$ cat src/rtl/vertices_fetch_unit_pkg.sv
// Shared constants for the vertex ROM, fetch unit and rasterizer.
// ROM words pack {x0,y0,x1,y1} from MSB to LSB.
package vertices_fetch_unit_pkg;

  localparam int COORD_W = 13;
  localparam int DATA_W  = 4 * COORD_W;
  localparam int ADDR_W  = 8;

  localparam int X0_FLD = 3;
  localparam int Y0_FLD = 2;
  localparam int X1_FLD = 1;
  localparam int Y1_FLD = 0;

  typedef enum logic [1:0] {
    S_IDLE,
    S_FETCH,
    S_DRAIN
  } state_t;

  function automatic int fld_lsb(input int fld, input int cw);
    return fld * cw;
  endfunction

endpackage

$ cat src/rtl/vertices_fetch_unit_if.sv
// Line segment handshake from the fetch unit to the rasterizer.
// Coordinates describe the head entry while line_valid is high.
interface vertices_fetch_unit_if
  import vertices_fetch_unit_pkg::*;
#(
  parameter int COORD_WIDTH = COORD_W
);

  logic                   line_valid;
  logic                   line_ready;
  logic [COORD_WIDTH-1:0] line_x0;
  logic [COORD_WIDTH-1:0] line_y0;
  logic [COORD_WIDTH-1:0] line_x1;
  logic [COORD_WIDTH-1:0] line_y1;

  modport master (
    output line_valid,
    output line_x0,
    output line_y0,
    output line_x1,
    output line_y1,
    input  line_ready
  );

  modport slave (
    input  line_valid,
    input  line_x0,
    input  line_y0,
    input  line_x1,
    input  line_y1,
    output line_ready
  );

endinterface

$ cat src/rtl/vertices_fetch_unit_line_skid_fifo.sv
// Two-entry FIFO holding ROM words between capture and handshake.
// Head is read straight from storage so it stays put while stalled.
module line_skid_fifo #(
  parameter int WIDTH = 52,
  parameter int DEPTH = 2
) (
  input  logic             clk,
  input  logic             rst,
  input  logic             push,
  input  logic             pop,
  input  logic [WIDTH-1:0] din,
  output logic [1:0]       count,
  output logic [WIDTH-1:0] head
);

  localparam logic [1:0] FULL = 2'(DEPTH);

  logic [WIDTH-1:0] mem [2];
  logic             wp;
  logic             rp;

  assign head = mem[rp];

  always_ff @(posedge clk) begin
    if (rst) begin
      mem[0] <= '0;
      mem[1] <= '0;
      wp     <= 1'b0;
      rp     <= 1'b0;
      count  <= '0;
    end else begin
      if (push) begin
        mem[wp] <= din;
        wp      <= ~wp;
      end
      if (pop) begin
        rp <= ~rp;
      end
      count <= count + 2'(push) - 2'(pop);
    end
  end

  a_no_overflow: assert property (
    @(posedge clk) disable iff (rst)
    push |-> (count != FULL)
  );

endmodule

$ cat src/rtl/vertices_fetch_unit.sv
// Walks the vertex ROM 0..last_addr, absorbs its read latency and
// hands one unpacked line segment per entry to the rasterizer.
module vertices_fetch_unit
  import vertices_fetch_unit_pkg::*;
#(
  parameter int COORD_WIDTH = COORD_W,
  parameter int DATA_WIDTH  = DATA_W,
  parameter int ADDR_WIDTH  = ADDR_W,
  parameter int FIFO_DEPTH  = 2
) (
  input  logic                  clk,
  input  logic                  rst,
  input  logic                  start,
  input  logic [ADDR_WIDTH-1:0] last_addr,
  output logic [ADDR_WIDTH-1:0] rom_addr,
  input  logic [DATA_WIDTH-1:0] rom_q,
  vertices_fetch_unit_if.master line,
  output logic                  busy,
  output logic                  done
);

  localparam int X0_LSB = fld_lsb(X0_FLD, COORD_WIDTH);
  localparam int Y0_LSB = fld_lsb(Y0_FLD, COORD_WIDTH);
  localparam int X1_LSB = fld_lsb(X1_FLD, COORD_WIDTH);
  localparam int Y1_LSB = fld_lsb(Y1_FLD, COORD_WIDTH);

  state_t                state;
  logic [ADDR_WIDTH-1:0] last_q;
  logic                  inflight;
  logic [1:0]            cnt;
  logic [DATA_WIDTH-1:0] head;
  logic                  pop;
  logic                  issue;
  logic [2:0]            occ;

  assign pop   = line.line_valid & line.line_ready;
  // Occupancy after this cycle's pop; capped so the FIFO cannot overflow.
  assign occ   = 3'(cnt) + 3'(inflight) - 3'(pop);
  assign issue = (state == S_FETCH) && (occ < 3'(FIFO_DEPTH));

  always_ff @(posedge clk) begin
    if (rst) begin
      state    <= S_IDLE;
      rom_addr <= '0;
      last_q   <= '0;
      inflight <= 1'b0;
      busy     <= 1'b0;
      done     <= 1'b0;
    end else begin
      done     <= 1'b0;
      inflight <= issue;
      unique case (state)
        S_IDLE: begin
          if (start) begin
            last_q   <= last_addr;
            rom_addr <= '0;
            busy     <= 1'b1;
            state    <= S_FETCH;
          end
        end
        S_FETCH: begin
          if (issue) begin
            if (rom_addr == last_q) begin
              state <= S_DRAIN;
            end else begin
              rom_addr <= rom_addr + ADDR_WIDTH'(1);
            end
          end
        end
        S_DRAIN: begin
          if (!inflight && occ == 3'd0) begin
            state <= S_IDLE;
            busy  <= 1'b0;
            done  <= 1'b1;
          end
        end
        default: state <= S_IDLE;
      endcase
    end
  end

  line_skid_fifo #(
    .WIDTH (DATA_WIDTH),
    .DEPTH (FIFO_DEPTH)
  ) u_fifo (
    .clk   (clk),
    .rst   (rst),
    .push  (inflight),
    .pop   (pop),
    .din   (rom_q),
    .count (cnt),
    .head  (head)
  );

  assign line.line_valid = (cnt != 2'd0);
  assign line.line_x0    = head[X0_LSB +: COORD_WIDTH];
  assign line.line_y0    = head[Y0_LSB +: COORD_WIDTH];
  assign line.line_x1    = head[X1_LSB +: COORD_WIDTH];
  assign line.line_y1    = head[Y1_LSB +: COORD_WIDTH];

endmodule
$ cat src/flat_wrapper.sv
// flat-port wrapper written by rule: the top's interface ports become plain ports
module vertices_fetch_unit_flat import vertices_fetch_unit_pkg::*;
#(
  parameter int COORD_WIDTH = COORD_W,
  parameter int DATA_WIDTH  = DATA_W,
  parameter int ADDR_WIDTH  = ADDR_W,
  parameter int FIFO_DEPTH  = 2
)
  (clk, rst, start, last_addr, rom_addr, rom_q, busy, done, line_line_valid, line_line_x0, line_line_y0, line_line_x1, line_line_y1, line_line_ready);
  vertices_fetch_unit_if #(.COORD_WIDTH(COORD_WIDTH)) line_i ();
  input  logic clk;
  input  logic rst;
  input  logic start;
  input  logic [ADDR_WIDTH-1:0] last_addr;
  output logic [ADDR_WIDTH-1:0] rom_addr;
  input  logic [DATA_WIDTH-1:0] rom_q;
  output logic busy;
  output logic done;
  output wire logic [$bits(line_i.line_valid)-1:0] line_line_valid;
  output wire logic [$bits(line_i.line_x0)-1:0] line_line_x0;
  output wire logic [$bits(line_i.line_y0)-1:0] line_line_y0;
  output wire logic [$bits(line_i.line_x1)-1:0] line_line_x1;
  output wire logic [$bits(line_i.line_y1)-1:0] line_line_y1;
  input wire logic [$bits(line_i.line_ready)-1:0] line_line_ready;
  assign line_line_valid = line_i.line_valid;
  assign line_line_x0 = line_i.line_x0;
  assign line_line_y0 = line_i.line_y0;
  assign line_line_x1 = line_i.line_x1;
  assign line_line_y1 = line_i.line_y1;
  assign line_i.line_ready = line_line_ready;
  vertices_fetch_unit #(.COORD_WIDTH(COORD_WIDTH), .DATA_WIDTH(DATA_WIDTH), .ADDR_WIDTH(ADDR_WIDTH), .FIFO_DEPTH(FIFO_DEPTH)) u_core (.clk(clk), .rst(rst), .start(start), .last_addr(last_addr), .rom_addr(rom_addr), .rom_q(rom_q), .line(line_i), .busy(busy), .done(done));
endmodule
$ cat config.mk
export PLATFORM = sky130hd
export DESIGN_NAME = vertices_fetch_unit_flat
export DESIGN_NICKNAME = d
export VERILOG_FILES = /design/src/rtl/vertices_fetch_unit_pkg.sv /design/src/rtl/vertices_fetch_unit_if.sv /design/src/rtl/vertices_fetch_unit_line_skid_fifo.sv /design/src/rtl/vertices_fetch_unit.sv /design/src/flat_wrapper.sv
export SDC_FILE = /design/constraint.sdc
export NUM_CORES = 1
export LEC_CHECK = 0
export CAP_MARGIN = 20
export CORE_ASPECT_RATIO = 0.8
export CORE_UTILIZATION = 43
export DETAILED_ROUTE_END_ITERATION = 7
export PLACE_DENSITY = 0.7
export SKIP_LAST_GASP = 1
export SLEW_MARGIN = 20
export SYNTH_ARGS = -nofsm -noshare
export SYNTH_HDL_FRONTEND = slang
export SYNTH_SLANG_ARGS = --single-unit
$ cat constraint.sdc
create_clock -name clk -period 4.8 [get_ports clk]
set_input_delay 0.72 -clock clk [delete_from_list [all_inputs] [get_ports clk]]
set_output_delay 0.72 -clock clk [all_outputs]
set_load 0.01 [all_outputs]
Word level (Yosys, flattened, before mapping)

Memory sizes are Yosys's and may differ from the RTL's. A register that Yosys moved wholly into a read port is not among the register bits.
Index checks and enable logic that the tools add are counted.

Memories kept: 1
Register bits after elaboration: 25
Latch bits: 0
Memory bits (writable): 104
Logic and storage cells: 65
ROM bits: 0

Memories:

| name              | depth | bits a word | rd ports | clocked after Yosys merged registers in | wr ports | line                                     | text |
|---|---|---|---|---|---|---|---|
| u_core.u_fifo.mem | 2     | 52          | 1        | 1                                       | 2        | vertices_fetch_unit_line_skid_fifo.sv:18 | `logic [WIDTH-1:0] mem [2];` |

Divide/modulo/power cells: 0
Equality and inequality tests: 8
Reductions and logical operators: 14
Bitwise logic cells: 4
$mul: 0
Shifts and indexed selects: 0
Add/subtract/negate cells: 5
Magnitude comparators: 1
Multiplexer cells: 23

Operators by type and width:

| kind                                                        | number |
|---|---|
| two-way mux 52 bit                                          | 1 |
| OR reduction 52 bit                                         | 1 |
| two-way mux 8 bit                                           | 3 |
| one-hot mux 8 bit (2 select lines)                          | 1 |
| two-way mux 1 bit                                           | 12 |
| adder 8 x 1 -> 8 bit (second input constant)                | 1 |
| equality test 8 bit                                         | 1 |
| two-way mux 2 bit                                           | 4 |
| AND reduction 4 bit                                         | 2 |
| != test 2 bit (second input constant)                       | 3 |
| one-hot mux 2 bit (3 select lines)                          | 1 |
| nonzero test 2 bit                                          | 3 |
| != test 2 x 1 -> 1 bit (second input constant)              | 2 |
| adder 2 x 1 -> 3 bit                                        | 1 |
| logical NOT 3 bit                                           | 1 |
| less-than comparator 3 x 2 -> 1 bit (second input constant) | 1 |
| NOT 1 bit                                                   | 3 |
| AND reduction 3 bit                                         | 1 |
| subtractor 3 x 1 -> 3 bit                                   | 1 |
| adder 2 x 1 -> 2 bit                                        | 1 |
| equality test 2 x 1 -> 1 bit (second input constant)        | 1 |
| equality test 2 bit (second input constant)                 | 1 |
| logical AND 1 bit                                           | 2 |
| logical NOT 2 bit                                           | 1 |
| 6 further kinds                                             | 6 |

Depth between registers and ports, before layout

Gate-level depths: netlist of the first run.

Word-level depth: 7
Gate-level depth with buffers: 11
Mapped depth without buffers: 11

By module

A second synthesis of the first run with hierarchy kept.

Cell total of the unflattened synthesis: 467
Area, all modules: 6114.6 um^2

By module, submodules not included:

| module              | sequential area each (um^2) | area an instance (um^2) | times used | cells each |
|---|---|---|---|---|
| line_skid_fifo      | 3223.1                      | 5083.6                  | 1          | 356 |
| vertices_fetch_unit | 420.4                       | 1031.0                  | 1          | 111 |

Worst setup path after synthesis of the first run

Ideal clock, no wire load.

Path type: flip-flop to flip-flop
From: register u_core.inflight
To: memory u_core.u_fifo.mem[0][0] (enable)
Stages on the path, launching flop included: 3
Path buffers: 0
Setup slack: 1.475 ns
Required time: 4.328 ns
Arrival: 2.853 ns
Cell sequence: dfxtp_1 -> inv_1 -> o21bai_1

RTL lines:

| item                   | line                                     | text |
|---|---|---|
| from (decl)            | vertices_fetch_unit.sv:29                | `logic inflight;` |
| from (signal assigned) | vertices_fetch_unit.sv:51                | `inflight <= issue;` |
| to (decl)              | vertices_fetch_unit_line_skid_fifo.sv:18 |  |

==> results of run 1 <==
[where the power goes]
| part | internal (mW) | switching (mW) |
|---|---|---|
| Clock | 0.715 | 0.498 |
| Sequential | 1.39 | 0.104 |
| Combinational | 0.616 | 0.483 |
| Total | 2.72 | 1.08 |
[flip-flops by register name, indices dropped and copies added (netlist names), named ones only]
name	count
u_core.u_fifo.rp	1
u_core.busy	1
u_core.inflight	1
u_core.done	1
u_core.u_fifo.wp	1
u_core.state	2
u_core.rom_addr	8
u_core.last_q	8
u_core.u_fifo.mem	104
u_core.u_fifo.count	2
[stage by stage]
| step | cell area (um2) | utilization | hold WS, ns |
|---|---|---|---|
| 5_1_grt | 7724 | 0.6001 | 0.5602 |
| 2_1_floorplan | 5688 | - | 0.4671 |
| 3_3_place_gp | 7162 | 0.5565 | 0.4960 |
| 3_5_place_dp | 7162 | 0.5565 | 0.4961 |
| 4_1_cts | 7724 | 0.6001 | 0.5088 |
| 6_report | 7724 | 0.6001 | 0.5169 |
[kinds of logic after synthesis]
group                      synth area share
DFF                                  0.6406
xor gates and xnor gates            0.01848
adders and majority gates           0.01012
and+or+nand+nor                      0.1652
AOI/OAI and AO/OA                   0.02574
buffers and inverters               0.02112
muxes                                0.1188
[cells in the mapped netlist (all sizes together)]
master / n / area (um2)
and2: 106 / 663.1
edfxtp: 104 / 3123
mux2: 52 / 585.6
dfxtp: 26 / 520.5
clkbuf: 23 / 86.33
nor2: 20 / 75.07
xnor2: 11 / 96.34
mux2i: 9 / 90.09
nand2: 9 / 33.78
a31oi: 8 / 50.05
inv: 7 / 26.28
nand3: 4 / 20.02
or2: 4 / 25.02
a21oi: 3 / 15.01
ha: 3 / 37.54
nand4: 3 / 18.77
nor2b: 3 / 18.77
nor3: 3 / 26.28
nor3b: 3 / 22.52
o21ai: 2 / 10.01
o31ai: 2 / 15.01
a211oi: 1 / 7.510
a21o: 1 / 7.510
and3: 1 / 6.260
buf: 1 / 7.510
fa: 1 / 20.02
nand2b: 1 / 6.260
nand3b: 1 / 7.510
o211a: 1 / 10.01
o211ai: 1 / 7.510
o21ba: 1 / 10.01
o21bai: 1 / 7.510
o22ai: 1 / 6.260
or3b: 1 / 8.760
or4: 1 / 7.510
xor2: 1 / 8.760
[layer usage]
layer / vias to the layer above / global-route usage / wire (um)
met2: 83 / 0.3050 / 5962
met1: 1771 / 0.2323 / 5275
met3: 20 / 0.04506 / 516
met5: - / 0 / 0
li1: 1745 / - / -
met4: 0 / 0.06732 / 206
[layout make-up]
cell class,count,area [um2],share of cell area
Clock buffer,17,425.4,0.05508
Multi-Input combinational cell,259,1946,0.2519
Tap cell,175,219.0,0.02835
Clock inverter,15,136.4,0.01766
Inverter,7,26.28,0.003402
Sequential cell,130,3645,0.4719
Timing Repair Buffer,133,1326,0.1717
[worst reg2reg max path, delay by kind of cell (launching register included)]
| family | cells | cell delay [ns] |
|---|---|---|
| AO/OA/AOI/OAI | 1 | 0.16 |
| flip-flops | 1 | 0.34 |
| adder cells (fa/ha/maj) | 3 | 1.03 |
| buffers and inverters | 1 | 0.04 |
| AND/OR/NAND/NOR | 5 | 1.53 |
[worst max-delay path by stage]
stage	end	slack, ns	start
finish	line_line_y0[2]	1.43	register
floorplan	u_core.u_fifo.mem[0][0]	1.48	u_core.inflight
CTS	line_line_y0[2]	1.38	register
global placement	u_core.busy	1.24	line_line_ready
detailed placement	u_core.busy	1.15	line_line_ready
global route	line_line_y0[2]	1.30	register
==> metrics.yaml, run 1 <==
status:
  outcome: "finished clean"
grt:
  grt_usage: 0.1843
  overflow: 0
  grt_max_degree: 53
  antenna_found_initial: 0
  grt_pass1_vias: 3721
  grt_pass1_wl_um: 18770
drt:
  firstDrtPassIters: 5
  drc_errors: 0
  via_count: 3619
  ant_nets: 0
  wl_per_cell_um: 16.25
  routed_wl_um: 11960
  vias_per_cell: 4.917
  drtIter0Drc: 165
cells_and_area:
  most-common-layout-cells: "126 x clkdlybuf4s50_1, 106 x and2_1, 104 x edfxtp_1"
  drive_gt1_frac: 0.1800
  final_common_cell: "clkdlybuf4s50_1"
  antennaDiodeCount: 0
  syn2layout_area_growth_pct: 35.79
  stdcell_count: 736
  nNetsFinal: 616
  fillCellCount: 1050
die:
  start_util: 0.4420
  die_y_um: 104.9
  ioPinCount: 127
  num_rows: 37
  core_area_um2: 12870
  die-area_um2: 13690
  die_w_um: 130.6
place:
  globalplace.congestion: 0.7790
  io_buffers: 126
  dpl.cell_count: 704
  dp_hpwl_um: 7684
  pre_cts_ws_ns: 1.148
sta:
  rsz0062_at_grt: "false"
  hold_violations: 0
  finalClockSkew_ns: 0.007874
  fin_crit_ns: 3.365
  max_freq_mhz: 297.2
  tightest_slew_ns: 0.9471
  slew_headroom: 0.3652
  tns_ns: 0
  fin_ws_ns: 1.435
  post-route-period-util: 0.7011
  drv_slew: 0
  setup_violations: 0
setup_path:
  path_cells: "buf_4 > mux2_2 > clkdlybuf4s50_1"
  crit_required_ns: 4.08
  cp-end-kind: "primary output"
  reg2regPathDepth: 10
  max_stage_delay_ns: 0.92
  cp_num_cells: 3
  arrival_ns: 2.65
  startpoint_type: "register"
  cp_top_family: "flip-flops"
  critPathKind: "reg2out"
  ff2ff_setup_slack_ns: 1.57
  worst-path-buf-inv: 2
  cpMaxStageDelayCell: "dfxtp_2"
  cp_max_fo: 35
  timing.rr.start: "u_core.u_fifo.count[1]"
  reg2reg_to: "u_core.busy"
worst_hold_path:
  hold_depth: 1
  min_to: "u_core.state[0]"
  hold_path.class: "reg2reg"
  hold_start: "u_core.state[0]"
synth:
  yosysWarnings: 0
  synth_nets: 488
  synth-seq-cells: 130
  synth_area_um2: 5688
  synth_seq_area_share: 0.6406
  synth_cells: 420
  post_synth_num_cell_types: 37
  postSynthAreaPerCell_um2: 13.54
cts:
  cts_buffers: 17
  clock_tree.buffer_depth: 2
  cts_hold_buf: 0
  cts.sinks: 130
  clock_latency_ns: 0.41
  cts_resized: 0
  clockRootBuffer: "clkbuf_16"
  h-tree-depth: 4
  cts_tree: "yes"
  clkTransAtPathRegs_ns: 0.06
  post-cts-setup-buffers: 0
run:
  maxCapViolations: 0
pwr:
  fin_total_pwr_mw: 3.809
  p_per_area_nw_per_um2: 493.2
  p_leak_nw: 2.853
  ir_worst_vdd_mv: 0.4309
(Power assumes the default switching activity.)
==> run 2, diff against run 1 <==
==> constraint.sdc (replaced) <==
create_clock -name clk -period 3.52 [get_ports clk]
set_input_delay 0.528 -clock clk [delete_from_list [all_inputs] [get_ports clk]]
set_output_delay 0.528 -clock clk [all_outputs]
set_load 0.01 [all_outputs]
==> run 2 against run 1 <==
Clock power rose by 32%. Global-route usage up 0.28 points. Register-to-register slack got worse by 1.2 ns. Combinational power increased by 40%. Critical path depth grew 8. Via count is 0.33% lower. Total power rose by 36%. Sequential cell count stayed put. Critical path type is now reg2reg.
==> metrics.yaml, run 2 (synthesized netlist as in run 1, its figures left out) <==
status:
  outcome: "finished clean"  # unchanged
cts:
  clkTransAtPathRegs_ns: 0.06  # about the same
  h-tree-depth: 4  # unchanged
  cts_hold_buf: 0  # unchanged
  post-cts-setup-buffers: 0  # unchanged
  clock_latency_ns: 0.40  # was 0.41 ns
  clockRootBuffer: "clkbuf_16"  # unchanged
  cts.sinks: 130  # unchanged
  cts_buffers: 17  # unchanged
  cts_tree: "yes"  # unchanged
  cts_resized: 0  # unchanged
  clock_tree.buffer_depth: 2  # unchanged
sta:
  fin_crit_ns: 3.115
  setup_violations: 0  # unchanged
  tightest_slew_ns: 0.8131  # was 0.9471 ns
  slew_headroom: 0.4565  # was 0.3652
  max_freq_mhz: 321.0
  rsz0062_at_grt: "false"  # unchanged
  finalClockSkew_ns: 0.01016  # was 0.007874 ns
  post-route-period-util: 0.8850
  tns_ns: 0  # unchanged
  hold_violations: 0  # unchanged
  drv_slew: 0  # unchanged
setup_path:
  cp-end-kind: "register"  # was primary output
  arrival_ns: 3.40  # was 2.65 ns
  startpoint_type: "register"  # unchanged
  max_stage_delay_ns: 0.45  # was 0.92 ns
  timing.critical_path.mode_cell: "ha_1"
  startpoint: "u_core.u_fifo.count[1]"
  cp_max_fo: 4  # was 35
  cpMaxStageDelayCell: "or4_1"  # was dfxtp_2
  ff2ff_setup_slack_ns: 0.40  # was 1.57 ns
  endpoint: "u_core.busy"  # was line_line_y0[2]
  timing.rr.start: "u_core.u_fifo.count[1]"  # unchanged
  crit_required_ns: 3.81  # was 4.08 ns
  reg2regPathDepth: 11  # was 10
  reg2reg_to: "u_core.busy"  # unchanged
  path_cells: "or2_2 > and2_1 > ha_1 > inv_1 > ha_1 > fa_1 > xnor2_1 > or4_1 > or3b_1 > a21oi_1 > nor2_1"  # was buf_4 > mux2_2 > clkdlybuf4s50_1
  critPathKind: "reg2reg"  # was reg2out
die:
  num_rows: 37  # unchanged
  die_y_um: 104.9  # unchanged
  core_area_um2: 12870  # unchanged
  ioPinCount: 127  # unchanged
  die_w_um: 130.6  # unchanged
  die-area_um2: 13690  # unchanged
  start_util: 0.4420  # unchanged
grt:
  overflow: 0  # unchanged
  grt_max_degree: 53  # unchanged
  antenna_found_initial: 0  # unchanged
  grt_usage: 0.1870  # was 0.1843
  gr-max-usage-layer: "met2"  # unchanged
  grt_pass1_vias: 3737  # was 3721
  grt_use_met1: 0.2414  # was 0.2323
  grtUsageMet2: 0.3016  # was 0.3050
  grt_use_met3: 0.04608  # was 0.04506
  grt_pass1_wl_um: 19250  # was 18770 um
cells_and_area:
  nNetsFinal: 621  # was 616
  largest_reg_flops: 104  # unchanged
  stdcell_count: 741  # was 736
  final_common_cell: "clkdlybuf4s50_1"  # unchanged
  fillCellCount: 1049  # was 1050
  top_regs: "u_core.u_fifo.mem x104, u_core.last_q x8, u_core.rom_addr x8"  # unchanged
  most-common-layout-cells: "126 x clkdlybuf4s50_1, 106 x and2_1, 104 x edfxtp_1"  # unchanged
  drive_gt1_frac: 0.1837  # was 0.1800
  syn2layout_area_growth_pct: 36.34  # was 35.79%
  antennaDiodeCount: 0  # unchanged
  fin_area_um2: 7755  # was 7724 um2
  utilization: 0.6026  # was 0.6001
  top_register: "u_core.u_fifo.mem"  # unchanged
pwr:
  p_leak_nw: 2.885  # was 2.853 nW
  power.clock.fraction: 0.310  # was 0.318
  pwr-share-comb: 0.298  # was 0.289
  power.internal_mw: 3.728  # was 2.724 mW
  power_frac_seq: 0.393  # about the same
  switching_power_mw: 1.435  # was 1.085 mW
  ir_worst_vdd_mv: 0.4823  # was 0.4309 mV
  fin_total_pwr_mw: 5.163  # was 3.809 mW
  p_per_area_nw_per_um2: 665.8  # was 493.2 nW/um2
  swShare: 0.2780  # was 0.2848
run:
  maxCapViolations: 0  # unchanged
drt:
  routed_wl_um: 11980  # was 11960 um
  drc_errors: 0  # unchanged
  ant_nets: 0  # unchanged
  vias_per_cell: 4.868  # was 4.917
  wl_per_cell_um: 16.16  # was 16.25 um
  via_count: 3607  # was 3619
  firstDrtPassIters: 4  # was 5
  drtIter0Drc: 207  # was 165
place:
  globalplace.congestion: 0.7984  # was 0.7790
  dp_hpwl_um: 7762  # was 7684 um
  dpl.cell_count: 709  # was 704
  io_buffers: 126  # unchanged
  placed_cell_area_um2: 7212  # was 7162 um2
worst_hold_path:
  hold_path.class: "reg2reg"  # unchanged
-- run 2: cell types whose count changed in the layout (fill, tap and decap cells not counted), sizes merged --
cell      before  now
clkinvlp       4    2
buf            7   12
inv            9    8
clkinv         8   11
-- run 2: per-stage QoR --
| stage | hold WS (ns) | worst slack (ns) |
|---|---|---|
| 2_1_floorplan | 0.4671 | 0.1950 |
| 4_1_cts | 0.5088 | 0.3872 |
| 5_1_grt | 0.5417 | 0.2461 |
| 6_report | 0.4992 | 0.4047 |
| 3_5_place_dp | 0.4960 | 0.1447 |
| 3_3_place_gp | 0.4747 | 0.1805 |
-- run 2: area by class of cell --
type                       instances  area (um2)  share of cell area
clock buffer                      17       425.4             0.05486
clock inverter                    15       117.6             0.01517
inverter                           7       26.28            0.003388
multi-input combinational        259        1946              0.2509
sequential                       130        3645              0.4700
tap                              175       219.0             0.02823
timing repair buffer             138        1376              0.1775
-- run 2: worst min-delay path by stage --
stage | startpoint | end | slack [ns] | depth (start not counted)
global route | u_core.rom_addr[7] | u_core.rom_addr[7] | 0.54 | 1
finish | u_core.busy | u_core.busy | 0.50 | 2
detailed placement | u_core.busy | u_core.busy | 0.50 | 2
CTS | u_core.busy | u_core.busy | 0.51 | 2
floorplan | u_core.state[0] | u_core.state[0] | 0.47 | 1
global placement | u_core.busy | u_core.busy | 0.47 | 2
-- run 2: metal layers --
layer,part of all wire,vias to the layer above
met1,0.44,1774
met3,0.046,8
met2,0.50,73
li1,-,1752
met4,0.0089,0
met5,0,-
-- run 2: critical path, delay by kind of cell (launching register included) --
kind                       cells  cell delay (ns)
adders and majority gates      3             0.87
xor gates and xnor gates       1             0.21
AOI/OAI and AO/OA              1             0.15
and+or+nand+nor                5             1.40
buffers and inverters          1             0.04
DFF                            1             0.34
-- run 2: power groups by stage --
| stage | logic [mW] | registers [mW] | clock network, mW |
|---|---|---|---|
| after CTS | 1.56 | 2.03 | 1.63 |
| after global routing | 1.66 | 2.06 | 1.69 |
| after floorplan | 0.869 | 2.00 | 0 |
| after detailed placement | 1.55 | 2.06 | 0 |
| final | 1.54 | 2.03 | 1.60 |
| after global placement | 1.53 | 2.05 | 0 |
